### src/rtl/mips_pkg.sv
// Shared types and constants for the MIPS-Lite hazard controller.
// Tag layout, controller FSM states and a saturating-increment helper.
package mips_pkg;

  localparam int unsigned REGBITS = 5;
  localparam int unsigned CNTW    = 16;

  // One in-flight instruction as seen by the hazard logic.
  typedef struct packed {
    logic               valid;
    logic [REGBITS-1:0] dest;
    logic               writes;
    logic               load;
    logic               halt;
  } HazTag;

  typedef enum logic [1:0] {
    RUN,
    DRAIN,
    HALTED
  } HazState;

  function automatic logic [CNTW-1:0] sat_inc(input logic [CNTW-1:0] value,
                                              input logic             en);
    return (en && (value != '1)) ? value + CNTW'(1) : value;
  endfunction

endpackage

### src/rtl/hazard_controller_if.sv
// Decode-side and execution-side hazard signals bundled for the hazard controller.
// The master drives decode fields and branch outcome; the slave returns pipeline controls.
interface hazard_controller_if;
  import mips_pkg::*;

  logic               id_valid;
  logic [REGBITS-1:0] id_rs;
  logic [REGBITS-1:0] id_rt;
  logic               id_uses_rs;
  logic               id_uses_rt;
  logic [REGBITS-1:0] id_dest;
  logic               id_writes;
  logic               id_is_load;
  logic               id_is_halt;
  logic               ex_branch_taken;

  logic               forward1;
  logic               forward2;
  logic               memForward1;
  logic               memForward2;
  logic               wbForward1;
  logic               wbForward2;
  logic               pc_stall;
  logic               ifid_stall;
  logic               idex_bubble;
  logic               ifid_flush;
  logic               pc_load;
  logic               halted;
  logic [CNTW-1:0]    stall_count;
  logic [CNTW-1:0]    flush_count;

  modport master (
    output id_valid, id_rs, id_rt, id_uses_rs, id_uses_rt, id_dest, id_writes,
           id_is_load, id_is_halt, ex_branch_taken,
    input  forward1, forward2, memForward1, memForward2, wbForward1, wbForward2,
           pc_stall, ifid_stall, idex_bubble, ifid_flush, pc_load, halted,
           stall_count, flush_count
  );

  modport slave (
    input  id_valid, id_rs, id_rt, id_uses_rs, id_uses_rt, id_dest, id_writes,
           id_is_load, id_is_halt, ex_branch_taken,
    output forward1, forward2, memForward1, memForward2, wbForward1, wbForward2,
           pc_stall, ifid_stall, idex_bubble, ifid_flush, pc_load, halted,
           stall_count, flush_count
  );

endinterface

### src/rtl/hazard_match.sv
// Combinational comparator: does a pipeline tag produce the register a source reads?
// r0 is hardwired to zero, so writers of r0 never match.
module hazard_match
  import mips_pkg::*;
(
  input  logic               valid,
  input  logic               writes,
  input  logic [REGBITS-1:0] dest,
  input  logic [REGBITS-1:0] src,
  input  logic               used,
  output logic               hit
);

  assign hit = valid & writes & used & (dest != '0) & (dest == src);

endmodule

### src/rtl/hazard_controller.sv
// Hazard controller for the 5-stage MIPS-Lite core: tag pipeline, registered forward
// selects, load-use stall, branch flush, HALT drain sequencing and event counters.
module hazard_controller
  import mips_pkg::*;
(
  input logic                clk,
  input logic                reset,
  hazard_controller_if.slave hz
);

  localparam int unsigned StEx  = 0;
  localparam int unsigned StMem = 1;
  localparam int unsigned StWb  = 2;

  HazTag           tag_q [3];
  HazTag           ex_d;
  HazState         state_q;

  logic            run;
  logic            dec_valid;
  logic            branch;
  logic            load_use;
  logic            advance;

  logic            hit_ex_rs, hit_ex_rt;
  logic            hit_mem_rs, hit_mem_rt;
  logic            hit_wb_rs, hit_wb_rt;

  // Bit 0 is operand 1 (rs), bit 1 is operand 2 (rt).
  logic [1:0]      fwd_ex_d, fwd_mem_d, fwd_wb_d;
  logic [1:0]      fwd_ex_q, fwd_mem_q, fwd_wb_q;

  logic [CNTW-1:0] stall_cnt_q;
  logic [CNTW-1:0] flush_cnt_q;

  assign run       = (state_q == RUN);
  assign dec_valid = run & hz.id_valid;
  assign branch    = run & hz.ex_branch_taken;

  hazard_match u_match_ex_rs (
    .valid  (tag_q[StEx].valid),
    .writes (tag_q[StEx].writes),
    .dest   (tag_q[StEx].dest),
    .src    (hz.id_rs),
    .used   (hz.id_uses_rs),
    .hit    (hit_ex_rs)
  );

  hazard_match u_match_ex_rt (
    .valid  (tag_q[StEx].valid),
    .writes (tag_q[StEx].writes),
    .dest   (tag_q[StEx].dest),
    .src    (hz.id_rt),
    .used   (hz.id_uses_rt),
    .hit    (hit_ex_rt)
  );

  hazard_match u_match_mem_rs (
    .valid  (tag_q[StMem].valid),
    .writes (tag_q[StMem].writes),
    .dest   (tag_q[StMem].dest),
    .src    (hz.id_rs),
    .used   (hz.id_uses_rs),
    .hit    (hit_mem_rs)
  );

  hazard_match u_match_mem_rt (
    .valid  (tag_q[StMem].valid),
    .writes (tag_q[StMem].writes),
    .dest   (tag_q[StMem].dest),
    .src    (hz.id_rt),
    .used   (hz.id_uses_rt),
    .hit    (hit_mem_rt)
  );

  hazard_match u_match_wb_rs (
    .valid  (tag_q[StWb].valid),
    .writes (tag_q[StWb].writes),
    .dest   (tag_q[StWb].dest),
    .src    (hz.id_rs),
    .used   (hz.id_uses_rs),
    .hit    (hit_wb_rs)
  );

  hazard_match u_match_wb_rt (
    .valid  (tag_q[StWb].valid),
    .writes (tag_q[StWb].writes),
    .dest   (tag_q[StWb].dest),
    .src    (hz.id_rt),
    .used   (hz.id_uses_rt),
    .hit    (hit_wb_rt)
  );

  // Load data is not ready until MEM, so a load in EX feeding decode costs one cycle.
  assign load_use = dec_valid & tag_q[StEx].load & (hit_ex_rs | hit_ex_rt);
  assign advance  = dec_valid & ~load_use & ~branch;

  always_comb begin
    ex_d = '0;
    if (advance) begin
      ex_d.valid  = 1'b1;
      ex_d.dest   = hz.id_dest;
      ex_d.writes = hz.id_writes;
      ex_d.load   = hz.id_is_load;
      ex_d.halt   = hz.id_is_halt;
    end
  end

  // Newest producer wins: older stages are masked by any younger match.
  always_comb begin
    fwd_ex_d  = '0;
    fwd_mem_d = '0;
    fwd_wb_d  = '0;
    if (advance) begin
      fwd_ex_d  = {hit_ex_rt, hit_ex_rs};
      fwd_mem_d = {hit_mem_rt & ~hit_ex_rt, hit_mem_rs & ~hit_ex_rs};
      fwd_wb_d  = {hit_wb_rt & ~hit_ex_rt & ~hit_mem_rt,
                   hit_wb_rs & ~hit_ex_rs & ~hit_mem_rs};
    end
  end

  always_ff @(posedge clk) begin
    if (reset) begin
      tag_q[StEx]  <= '0;
      tag_q[StMem] <= '0;
      tag_q[StWb]  <= '0;
      fwd_ex_q     <= '0;
      fwd_mem_q    <= '0;
      fwd_wb_q     <= '0;
    end else begin
      tag_q[StWb]  <= tag_q[StMem];
      tag_q[StMem] <= tag_q[StEx];
      tag_q[StEx]  <= ex_d;
      fwd_ex_q     <= fwd_ex_d;
      fwd_mem_q    <= fwd_mem_d;
      fwd_wb_q     <= fwd_wb_d;
    end
  end

  always_ff @(posedge clk) begin
    if (reset) begin
      state_q <= RUN;
    end else begin
      unique case (state_q)
        RUN:     if (advance && hz.id_is_halt) state_q <= DRAIN;
        DRAIN:   if (tag_q[StWb].valid && tag_q[StWb].halt) state_q <= HALTED;
        HALTED:  state_q <= HALTED;
        default: state_q <= RUN;
      endcase
    end
  end

  // A branch squashes the stalled instruction, so that stall is not counted.
  always_ff @(posedge clk) begin
    if (reset) begin
      stall_cnt_q <= '0;
      flush_cnt_q <= '0;
    end else begin
      stall_cnt_q <= sat_inc(stall_cnt_q, load_use & ~branch);
      flush_cnt_q <= sat_inc(flush_cnt_q, branch);
    end
  end

  assign hz.pc_stall    = ~run | (load_use & ~branch);
  assign hz.ifid_stall  = ~run | (load_use & ~branch);
  assign hz.idex_bubble = ~run | load_use | branch;
  assign hz.ifid_flush  = branch;
  assign hz.pc_load     = branch;
  assign hz.halted      = (state_q == HALTED);

  assign hz.forward1    = fwd_ex_q[0];
  assign hz.forward2    = fwd_ex_q[1];
  assign hz.memForward1 = fwd_mem_q[0];
  assign hz.memForward2 = fwd_mem_q[1];
  assign hz.wbForward1  = fwd_wb_q[0];
  assign hz.wbForward2  = fwd_wb_q[1];

  assign hz.stall_count = stall_cnt_q;
  assign hz.flush_count = flush_cnt_q;

endmodule
### src/flat_wrapper.sv
// flat-port wrapper written by rule: the top's interface ports become plain ports
module hazard_controller_flat import mips_pkg::*;
  (clk, reset, hz_id_valid, hz_id_rs, hz_id_rt, hz_id_uses_rs, hz_id_uses_rt, hz_id_dest, hz_id_writes, hz_id_is_load, hz_id_is_halt, hz_ex_branch_taken, hz_forward1, hz_forward2, hz_memForward1, hz_memForward2, hz_wbForward1, hz_wbForward2, hz_pc_stall, hz_ifid_stall, hz_idex_bubble, hz_ifid_flush, hz_pc_load, hz_halted, hz_stall_count, hz_flush_count);
  hazard_controller_if hz_i ();
  input logic clk;
  input logic reset;
  input wire logic [$bits(hz_i.id_valid)-1:0] hz_id_valid;
  input wire logic [$bits(hz_i.id_rs)-1:0] hz_id_rs;
  input wire logic [$bits(hz_i.id_rt)-1:0] hz_id_rt;
  input wire logic [$bits(hz_i.id_uses_rs)-1:0] hz_id_uses_rs;
  input wire logic [$bits(hz_i.id_uses_rt)-1:0] hz_id_uses_rt;
  input wire logic [$bits(hz_i.id_dest)-1:0] hz_id_dest;
  input wire logic [$bits(hz_i.id_writes)-1:0] hz_id_writes;
  input wire logic [$bits(hz_i.id_is_load)-1:0] hz_id_is_load;
  input wire logic [$bits(hz_i.id_is_halt)-1:0] hz_id_is_halt;
  input wire logic [$bits(hz_i.ex_branch_taken)-1:0] hz_ex_branch_taken;
  output wire logic [$bits(hz_i.forward1)-1:0] hz_forward1;
  output wire logic [$bits(hz_i.forward2)-1:0] hz_forward2;
  output wire logic [$bits(hz_i.memForward1)-1:0] hz_memForward1;
  output wire logic [$bits(hz_i.memForward2)-1:0] hz_memForward2;
  output wire logic [$bits(hz_i.wbForward1)-1:0] hz_wbForward1;
  output wire logic [$bits(hz_i.wbForward2)-1:0] hz_wbForward2;
  output wire logic [$bits(hz_i.pc_stall)-1:0] hz_pc_stall;
  output wire logic [$bits(hz_i.ifid_stall)-1:0] hz_ifid_stall;
  output wire logic [$bits(hz_i.idex_bubble)-1:0] hz_idex_bubble;
  output wire logic [$bits(hz_i.ifid_flush)-1:0] hz_ifid_flush;
  output wire logic [$bits(hz_i.pc_load)-1:0] hz_pc_load;
  output wire logic [$bits(hz_i.halted)-1:0] hz_halted;
  output wire logic [$bits(hz_i.stall_count)-1:0] hz_stall_count;
  output wire logic [$bits(hz_i.flush_count)-1:0] hz_flush_count;
  assign hz_i.id_valid = hz_id_valid;
  assign hz_i.id_rs = hz_id_rs;
  assign hz_i.id_rt = hz_id_rt;
  assign hz_i.id_uses_rs = hz_id_uses_rs;
  assign hz_i.id_uses_rt = hz_id_uses_rt;
  assign hz_i.id_dest = hz_id_dest;
  assign hz_i.id_writes = hz_id_writes;
  assign hz_i.id_is_load = hz_id_is_load;
  assign hz_i.id_is_halt = hz_id_is_halt;
  assign hz_i.ex_branch_taken = hz_ex_branch_taken;
  assign hz_forward1 = hz_i.forward1;
  assign hz_forward2 = hz_i.forward2;
  assign hz_memForward1 = hz_i.memForward1;
  assign hz_memForward2 = hz_i.memForward2;
  assign hz_wbForward1 = hz_i.wbForward1;
  assign hz_wbForward2 = hz_i.wbForward2;
  assign hz_pc_stall = hz_i.pc_stall;
  assign hz_ifid_stall = hz_i.ifid_stall;
  assign hz_idex_bubble = hz_i.idex_bubble;
  assign hz_ifid_flush = hz_i.ifid_flush;
  assign hz_pc_load = hz_i.pc_load;
  assign hz_halted = hz_i.halted;
  assign hz_stall_count = hz_i.stall_count;
  assign hz_flush_count = hz_i.flush_count;
  hazard_controller u_core (.clk(clk), .reset(reset), .hz(hz_i));
endmodule
### config.mk
export PLATFORM = sky130hd
export DESIGN_NAME = hazard_controller_flat
export DESIGN_NICKNAME = d
export VERILOG_FILES = /design/src/rtl/mips_pkg.sv /design/src/rtl/hazard_controller_if.sv /design/src/rtl/hazard_match.sv /design/src/rtl/hazard_controller.sv /design/src/flat_wrapper.sv
export SDC_FILE = /design/constraint.sdc
export NUM_CORES = 1
export LEC_CHECK = 0
export CORE_MARGIN = 10
export CORE_UTILIZATION = 40
export CTS_BUF_LIST = sky130_fd_sc_hd__clkbuf_4 sky130_fd_sc_hd__clkbuf_8 sky130_fd_sc_hd__clkbuf_16
export DETAILED_ROUTE_END_ITERATION = 10
export HOLD_SLACK_MARGIN = 0.15
export MAX_ROUTING_LAYER = met4
export PLACE_DENSITY = 0.62
export SYNTH_ARGS = -nofsm -noshare
export SYNTH_HDL_FRONTEND = slang
export SYNTH_SLANG_ARGS = --single-unit
### constraint.sdc
create_clock -name clk -period 3.2 [get_ports clk]
set_input_delay 0.64 -clock clk [delete_from_list [all_inputs] [get_ports clk]]
set_output_delay 0.64 -clock clk [all_outputs]
set_load 0.01 [all_outputs]
## Word-level counts from Yosys, hierarchy flattened

Memories as Yosys holds them, arrays and structs flattened.
Cells that the tools add are included.
Widths: inputs -> output; s select.

- Memories kept: 1
- Output and inout port bits: 44
- Logic and storage cells: 90
- Memory bits (writable): 27
- Input port bits: 24
- Flip-flop bits (word level): 40

- Reduce and logical (&&, ||, !) cells: 10
- Bitwise logic cells: 49
- Muxes and demuxes: 10
- Equal/unequal tests: 12
- $add $sub $neg: 2

Memories:

| name | words | width | read ports | clocked after memory_dff | wr ports | line | RTL |
|---|---|---|---|---|---|---|---|
| u_core.tag_q | 3 | 9 | 3 | 0 | 3 | hazard_controller.sv:15 | `HazTag tag_q [3];` |

Operator list:

| operator | number |
|---|---|
| $mux 9 | 4 |
| $and 1x1->1 | 34 |
| $add 16x1->16 const B | 2 |
| $ne 16x16->1 const B | 2 |
| $eq 5x5->1 | 6 |
| $reduce_bool 5->1 | 3 |
| $not 1->1 | 8 |
| $or 1x1->1 | 7 |
| $pmux 2 s3 | 1 |
| $logic_and 1x1->1 | 4 |
| $mux 2 | 2 |
| $mux 1 | 3 |
| $eq 2x1->1 const B | 1 |
| $eq 2x2->1 const B | 1 |
| $logic_not 2->1 | 1 |
| $ne 2x1->1 const B | 1 |
| $ne 2x2->1 const B | 1 |
| $reduce_and 2->1 | 1 |
| $reduce_or 2->1 | 1 |

## Depth between registers and ports, before layout

Gate-level depths: netlist (run 1).

- Word-level depth: 12
- Gate-level depth with buffers: 8
- Gate-level depth less buffers: 8

## Hierarchy

Synthesis (run 1) repeated with hierarchy kept, for this count alone.

- Cells, all modules: 344
- Area total of the unflattened synthesis: 3,168.0 um^2

By module, submodules not included:

| module | instances | seq. area each (um^2) | area an instance (um^2) | cells each |
|---|---|---|---|---|
| hazard_controller | 1 | 1,301.2 | 2,732.6 | 284 |
| hazard_match | 6 | 0.0 | 72.6 | 10 |

## Worst setup path after synthesis (run 1)

OpenSTA, ideal clock, no wires.

- Path type: input-to-output
- Start point: input hz_id_rt[0]
- End point: output hz_pc_stall
- Arrival: 2.104 ns
- Setup slack: 0.456 ns
- Cell stages on the path: 7
- Buffers on the path: 2
- Required time: 2.560 ns
- Cells stage by stage: xnor2_1 nand4_1 nor3_1 nor2_1 clkbuf_1 o31ai_1 buf_4

- Word-level cells in the longest chain between the ends: 6

RTL lines:

| item | line | RTL |
|---|---|---|
| from (decl) | flat_wrapper.sv:9 | `input wire logic [$bits(hz_i.id_rt)-1:0] hz_id_rt;` |
| $eq 5x5->1 | hazard_match.sv:14 | `assign hit = valid & writes & used & (dest != '0) & (dest == src);` |
| $and 1x1->1 | hazard_match.sv:14 |  |
| $or 1x1->1 | hazard_controller.sv:95 | `assign load_use = dec_valid & tag_q[StEx].load & (hit_ex_rs \| hit_ex_rt);` |
| $and 1x1->1 | hazard_controller.sv:95 |  |
| $and 1x1->1 | -- |  |
| $or 1x1->1 | -- |  |
| to (decl) | flat_wrapper.sv:23 | `output wire logic [$bits(hz_i.pc_stall)-1:0] hz_pc_stall;` |

No other way between the ends.

## Final worst setup path (run 1)

- Start point: input hz_id_rs[1]
- End point: output hz_pc_stall

- Word-level cells in the longest chain between the ends: 6

RTL lines:

| item | line | RTL |
|---|---|---|
| from (decl) | flat_wrapper.sv:8 | `input wire logic [$bits(hz_i.id_rs)-1:0] hz_id_rs;` |
| $eq 5x5->1 | hazard_match.sv:14 |  |
| $and 1x1->1 | hazard_match.sv:14 |  |
| $or 1x1->1 | hazard_controller.sv:95 |  |
| $and 1x1->1 | hazard_controller.sv:95 |  |
| $and 1x1->1 | hazard_controller.sv:164 | `assign hz.pc_stall = ~run \| (load_use & ~branch);` |
| $or 1x1->1 | hazard_controller.sv:164 |  |

No other way between the ends.

==> results of run 1 <==
[path summary, 6_finish.rpt]
check	from	to	slack, ns	cells past startpoint
worst max-delay path	hz_id_rs[1]	hz_pc_stall	0.21	8
worst max register to register	u_core.hz.stall_count[0]$_SDFFE_PP0P_	u_core.hz.stall_count[15]$_SDFFE_PP0P_	0.68	6
worst min-delay path	u_core.tag_q[0][0]$_SDFF_PP0_	u_core.tag_q[0][9]$_SDFF_PP0_	0.44	1
worst min register to register	u_core.tag_q[0][0]$_SDFF_PP0_	u_core.tag_q[0][9]$_SDFF_PP0_	0.44	1
[layout by cell type, fill, tap and decap left out, types with 8 or more instances in the layout]
cell,count
a21oi_1,15
and2_1,9
buf_4,22
clkbuf_8,9
clkdlybuf4s50_1,63
dfxtp_1,65
nand2_1,21
nand3_1,8
nand4_1,16
nor2_1,30
nor2b_1,18
o31ai_1,12
or4_1,13
xnor2_1,22
xor2_1,22
[critical path, stage by stage]
cell and delay, ns:
clkdlybuf4s50_1 0.49, xnor2_1 0.13, nand4_1 0.11, nor3_1 0.19, buf_4 0.14, nor2_1 0.05, o31ai_1 0.28, dlygate4sd2_1 0.31
[state kept, by name, indices dropped and copies added, names as in the netlist]
| signal | flops |
|---|---|
| u_core.fwd_wb_q | 2 |
| u_core.fwd_ex_q | 2 |
| u_core.fwd_mem_q | 2 |
| u_core.state_q | 2 |
| u_core.hz.stall_count | 16 |
| u_core.hz.flush_count | 16 |
| u_core.tag_q | 25 |
[routing by layer]
| metal | track usage (%) | vias to the layer above | routed length, um | part of all wire, % |
|---|---|---|---|---|
| met1 | 18.3 | 1243 | 3840 | 49 |
| li1 | - | 1343 | - | - |
| met2 | 22.1 | 61 | 3610 | 46 |
| met5 | - | - | 0 | 0 |
| met3 | 3.47 | 10 | 279 | 3.6 |
| met4 | 4.64 | 0 | 92 | 1.2 |
[report_power, final]
group / total [mW] / internal (mW) / switching, mW / leakage, nW
Combinational: 0.390 / 0.197 / 0.193 / 0.887
Sequential: 0.878 / 0.841 / 0.0368 / 0.525
Clock: 0.623 / 0.285 / 0.337 / 0.0781
Total: 1.89 / 1.32 / 0.567 / 1.49
[timing repair]
action	CTS	global route
hold buffers	0	0
setup endpoints to repair	3	0
endpoints found under the hold margin	0	0
resized for setup	4	0
[stage by stage]
stage	area [um2]	setup TNS (ns)	hold WS, ns	instances	utilization, %
2_1_floorplan	3020	0	0.414	332	-
5_1_grt	4090	0	0.468	523	56.1
3_5_place_dp	3910	-0.362	0.428	507	53.6
4_1_cts	4090	0	0.446	523	56.1
3_3_place_gp	3910	-0.178	0.425	507	53.6
6_report	4090	0	0.441	523	56.1
[area by class of cell]
| class | instances | area (um2) | share of cell area [%] |
|---|---|---|---|
| inverters | 8 | 30.0 | 0.734 |
| flip-flops and latches | 65 | 1300 | 31.8 |
| multi-input cells | 246 | 1630 | 39.8 |
| repair buffers | 89 | 827 | 20.2 |
| well taps | 99 | 124 | 3.03 |
| clock buffers | 9 | 124 | 3.03 |
| clock inverters | 7 | 56.3 | 1.38 |
[kinds of logic (layout without fill, tap and decap cells)]
kind of cell | after synthesis | count (layout) | synth area share [%]
multiplexers | 5 | 5 | 1.74
flip-flops | 65 | 65 | 43.1
AO/OA/AOI/OAI | 41 | 41 | 9.08
XOR/XNOR | 44 | 44 | 12.8
AND/OR/NAND/NOR | 150 | 150 | 27.7
buffers and inverters | 21 | 113 | 3.11
adder cells (fa/ha/maj) | 6 | 6 | 2.49
==> impl_metrics.json, run 1 <==
{
  "clock_skew_ns": 0.00707,
  "via_count": 2657,
  "max_freq_mhz": 335,
  "port_buffers": 67,
  "drc": 0,
  "h-tree-depth": 3,
  "yosysWarnings": 0,
  "wl_um": 7820,
  "grt_pass1_wl_um": 13200,
  "finalWorstPathRequiredPeriod_ns": 2.99,
  "layout_setup_ws_ns": 0.212,
  "synth_top_area_share_pct": 43.1,
  "synth_flop_cell": "dfxtp_1",
  "drt_iter0_drc": 108,
  "ant_nets": 0,
  "yosysSeqAreaShare_pct": 43.1,
  "detailed_place_hpwl_um": 5760,
  "hold_path_class": "register to register",
  "clock_latency_ns": 0.33,
  "numCtsBuffers": 9,
  "syn_avg_cell_area_um2": 9.09,
  "outcome": "completed",
  "critical_path_arrival_ns": 2.35,
  "die_h_um": 107,
  "cts_sinks": 65,
  "die_area_um2": 11400,
  "setup.worst_path.end_class": "primary output",
  "dp_slack_ns": -0.149,
  "drive_above_1_share_pct": 11.3,
  "finalSetupViolations": 0,
  "drtPass1Iterations": 4,
  "routed_via_density": 5.08,
  "hold_violations": 0,
  "async_flop_share_pct": 0,
  "grt_antenna_before_repair": 0,
  "cp_max_fo": 2,
  "tightest_slew_ns": 0.583,
  "cts_setup_buffers": 0,
  "final_nets": 449,
  "critPathKind": "input pin to primary output",
  "wl_per_cell_um": 15.0,
  "yosysUniqueCellTypes": 41,
  "n_antenna_cell": 0,
  "gp_congestion": 0.934,
  "total_power_mw": 1.89,
  "slew_headroom_pct": 61.1,
  "syn_inst": 332,
  "fp.dieW_um": 107,
  "grt_max_degree": 29,
  "std_cell_rows": 31,
  "core_um2": 7290,
  "vdd_ir_drop_max_mv": 0.207,
  "synth_edf_count": 0,
  "syn-num-nets": 362,
  "ys_top_cells_by_area": "dfxtp_1, xnor2_1, xor2_1",
  "syn2layout_area_growth_pct": 35.5,
  "cts_root_buffer": "clkbuf_8",
  "fin_crit_sh_pct": 93.4,
  "first_global_vias": 2724,
  "clkTransAtPathRegs_ns": 0.07,
  "floorplan.initialDensity_pct": 41.4,
  "cap_violations": 0,
  "yosysMostFrequentCell": "dfxtp_1",
  "cts_tree": "yes",
  "netlist_area_um2": 3020,
  "cts.path.max_buffers": 2,
  "rsz0062_at_grt": "no",
  "synth-seq-cells": 65,
  "start_kind": "input pin",
  "fillers": 695,
  "grt.total_usage_pct": 14.4,
  "power.density_nw_per_um2": 462,
  "grt_overflow": 0,
  "cp_data_required_time_ns": 2.56,
  "synthTopCellsByCount": "dfxtp_1, nor2_1, xnor2_1, xor2_1, nand2_1",
  "leakage_nw": 1.49,
  "num_io_pins": 68,
  "yosysTopAreaCell": "dfxtp_1",
  "drv_slew": 0
}
Power figures use the tool's default switching activity.
==> run 2: changes to the inputs <==
==> constraint.sdc (replaced) <==
create_clock -name clk -period 3.5 [get_ports clk]
set_input_delay 0.7 -clock clk [delete_from_list [all_inputs] [get_ports clk]]
set_output_delay 0.7 -clock clk [all_outputs]
set_load 0.01 [all_outputs]
==> impl_metrics.json, run 2 (synthesis gave the netlist of run 1 again) <==
{
  "outcome": "completed",
  "cts_tree": "yes",
  "die_h_um": 107,
  "p_sw_share_pct": 27.4,
  "hold_violations": 0,
  "whs_path_depth": 1,
  "power.switching_mw": 0.478,
  "drive_above_1_share_pct": 9.64,
  "gp_congestion": 0.909,
  "vdd_ir_drop_max_mv": 0.240,
  "regMostFlops": "u_core.tag_q",
  "clock_latency_ns": 0.33,
  "grt_antenna_before_repair": 0,
  "wl_per_cell_um": 15.1,
  "pwr-share-clk_pct": 33.1,
  "max_freq_mhz": 301,
  "via_count": 2604,
  "final_nets": 440,
  "pwr-share-comb_pct": 20.9,
  "drtPass1Iterations": 4,
  "post_cts_resize_count": 0,
  "cts_sinks": 65,
  "drv_slew": 0,
  "grt_max_degree": 56,
  "hold_path_class": "register to register",
  "finalWorstPathRequiredPeriod_ns": 3.33,
  "detailed_place_hpwl_um": 5660,
  "cts_root_buffer": "clkbuf_8",
  "floorplan.initialDensity_pct": 41.4,
  "fin_crit_sh_pct": 95.0,
  "drt_iter0_drc": 107,
  "num_io_pins": 68,
  "seqPwrFrac_pct": 46.0,
  "h-tree-depth": 3,
  "cp_data_required_time_ns": 2.80,
  "start_kind": "input pin",
  "final_cell_mix": "dfxtp_1, clkdlybuf4s50_1, nor2_1",
  "n_antenna_cell": 0,
  "cts.path.max_buffers": 2,
  "drc": 0,
  "final_common_cell": "dfxtp_1",
  "cts_hold_buf": 0,
  "numCtsBuffers": 9,
  "r2r_cells": 7,
  "power.density_nw_per_um2": 432,
  "clock_skew_ns": 0.0102,
  "grt.total_usage_pct": 14.6,
  "slew_headroom_pct": 34.6,
  "port_buffers": 67,
  "std_cell_rows": 31,
  "wl_um": 7770,
  "cp_max_fo": 3,
  "finalSetupViolations": 0,
  "setup_tns_ns": 0,
  "core_um2": 7290,
  "cap_violations": 0,
  "first_global_vias": 2747,
  "clkTransAtPathRegs_ns": 0.07,
  "grt_pass1_wl_um": 13300,
  "ant_nets": 0,
  "critical_path_arrival_ns": 2.63,
  "dp.cells": 498,
  "leakage_nw": 1.49,
  "largest_reg_flops": 25,
  "syn2layout_area_growth_pct": 33.8,
  "fin_cells": 514,
  "critPathKind": "input pin to primary output",
  "cts_setup_buffers": 0,
  "fp.dieW_um": 107,
  "setup.worst_path.end_class": "primary output",
  "routed_via_density": 5.07,
  "intPower_mw": 1.27,
  "tightest_slew_ns": 0.981,
  "grt_overflow": 0,
  "rsz0062_at_grt": "no",
  "die_area_um2": 11400,
  "fillers": 696
}
## run 2: cell count changes in the layout (fill, tap and decap cells not counted)
cell and change:
clkinv_2 +3, clkdlybuf4s50_1 +1, clkbuf_4 +2, dlymetal6s2s_1 +2
buf_4 -9, inv_6 -1, clkinvlp_4 -4, o31ai_2 +1
o31ai_1 -1, clkinv_4 -2, clkbuf_8 +2, dlygate4sd2_1 -3
## run 2: layout make-up
| class | instances | area, um2 | share of cell area (%) |
|---|---|---|---|
| Clock buffer | 13 | 166 | 4.12 |
| Timing Repair Buffer | 80 | 768 | 19.0 |
| Sequential cell | 65 | 1300 | 32.2 |
| Inverter | 8 | 30.0 | 0.744 |
| Clock inverter | 3 | 15.0 | 0.372 |
| Tap cell | 99 | 124 | 3.07 |
| Multi-Input combinational cell | 246 | 1630 | 40.4 |
## run 2: worst paths after layout
| path | startpoint | endpoint | slack [ns] |
|---|---|---|---|
| worst max-delay path | hz_id_rt[4] | hz_idex_bubble | 0.17 |
| worst min-delay path | u_core.tag_q[0][9]$_SDFF_PP0_ | u_core.tag_q[0][18]$_SDFF_PP0_ | 0.43 |
| worst max register to register | u_core.tag_q[0][3]$_SDFF_PP0_ | u_core.fwd_wb_q[0]$_SDFF_PP0_ | 0.97 |
| worst min register to register | u_core.tag_q[0][9]$_SDFF_PP0_ | u_core.tag_q[0][18]$_SDFF_PP0_ | 0.43 |
## run 2: power groups by stage
stage	sequential, mW	clock (mW)	combinational, mW
final	0.803	0.577	0.364
after global routing	0.809	0.634	0.402
after CTS	0.803	0.597	0.372
after detailed placement	0.819	0	0.368
after global placement	0.820	0	0.360
after floorplan	0.814	0	0.209
## run 2: through the flow
stage	total power [mW]	setup WS (ns)	instance area (um2)	hold WS, ns	util [%]
detailed placement	1.19	0.0240	3840	0.431	52.7
global placement	1.18	0.0698	3840	0.424	52.7
CTS	1.77	0.0185	4020	0.432	55.1
global route	1.84	0.0699	4040	0.462	55.4
floorplan	1.02	0.636	3020	0.414	-
finish	1.74	0.175	4040	0.431	55.4
## run 2: metal layers
| layer | track usage (%) | vias up | wire, um |
|---|---|---|---|
| met2 | 22.8 | 57 | 3670 |
| met4 | 4.55 | 0 | 83 |
| met5 | - | - | 0 |
| met1 | 17.4 | 1209 | 3630 |
| li1 | - | 1330 | - |
| met3 | 4.67 | 8 | 386 |
## run 2: critical path, stage by stage
cell	delay, ns
clkdlybuf4s50_1	0.50
xnor2_1	0.13
nand4_1	0.14
nor3_2	0.22
buf_4	0.15
o21a_2	0.14
nor2_1	0.04
nand2_1	0.06
clkdlybuf4s50_1	0.54
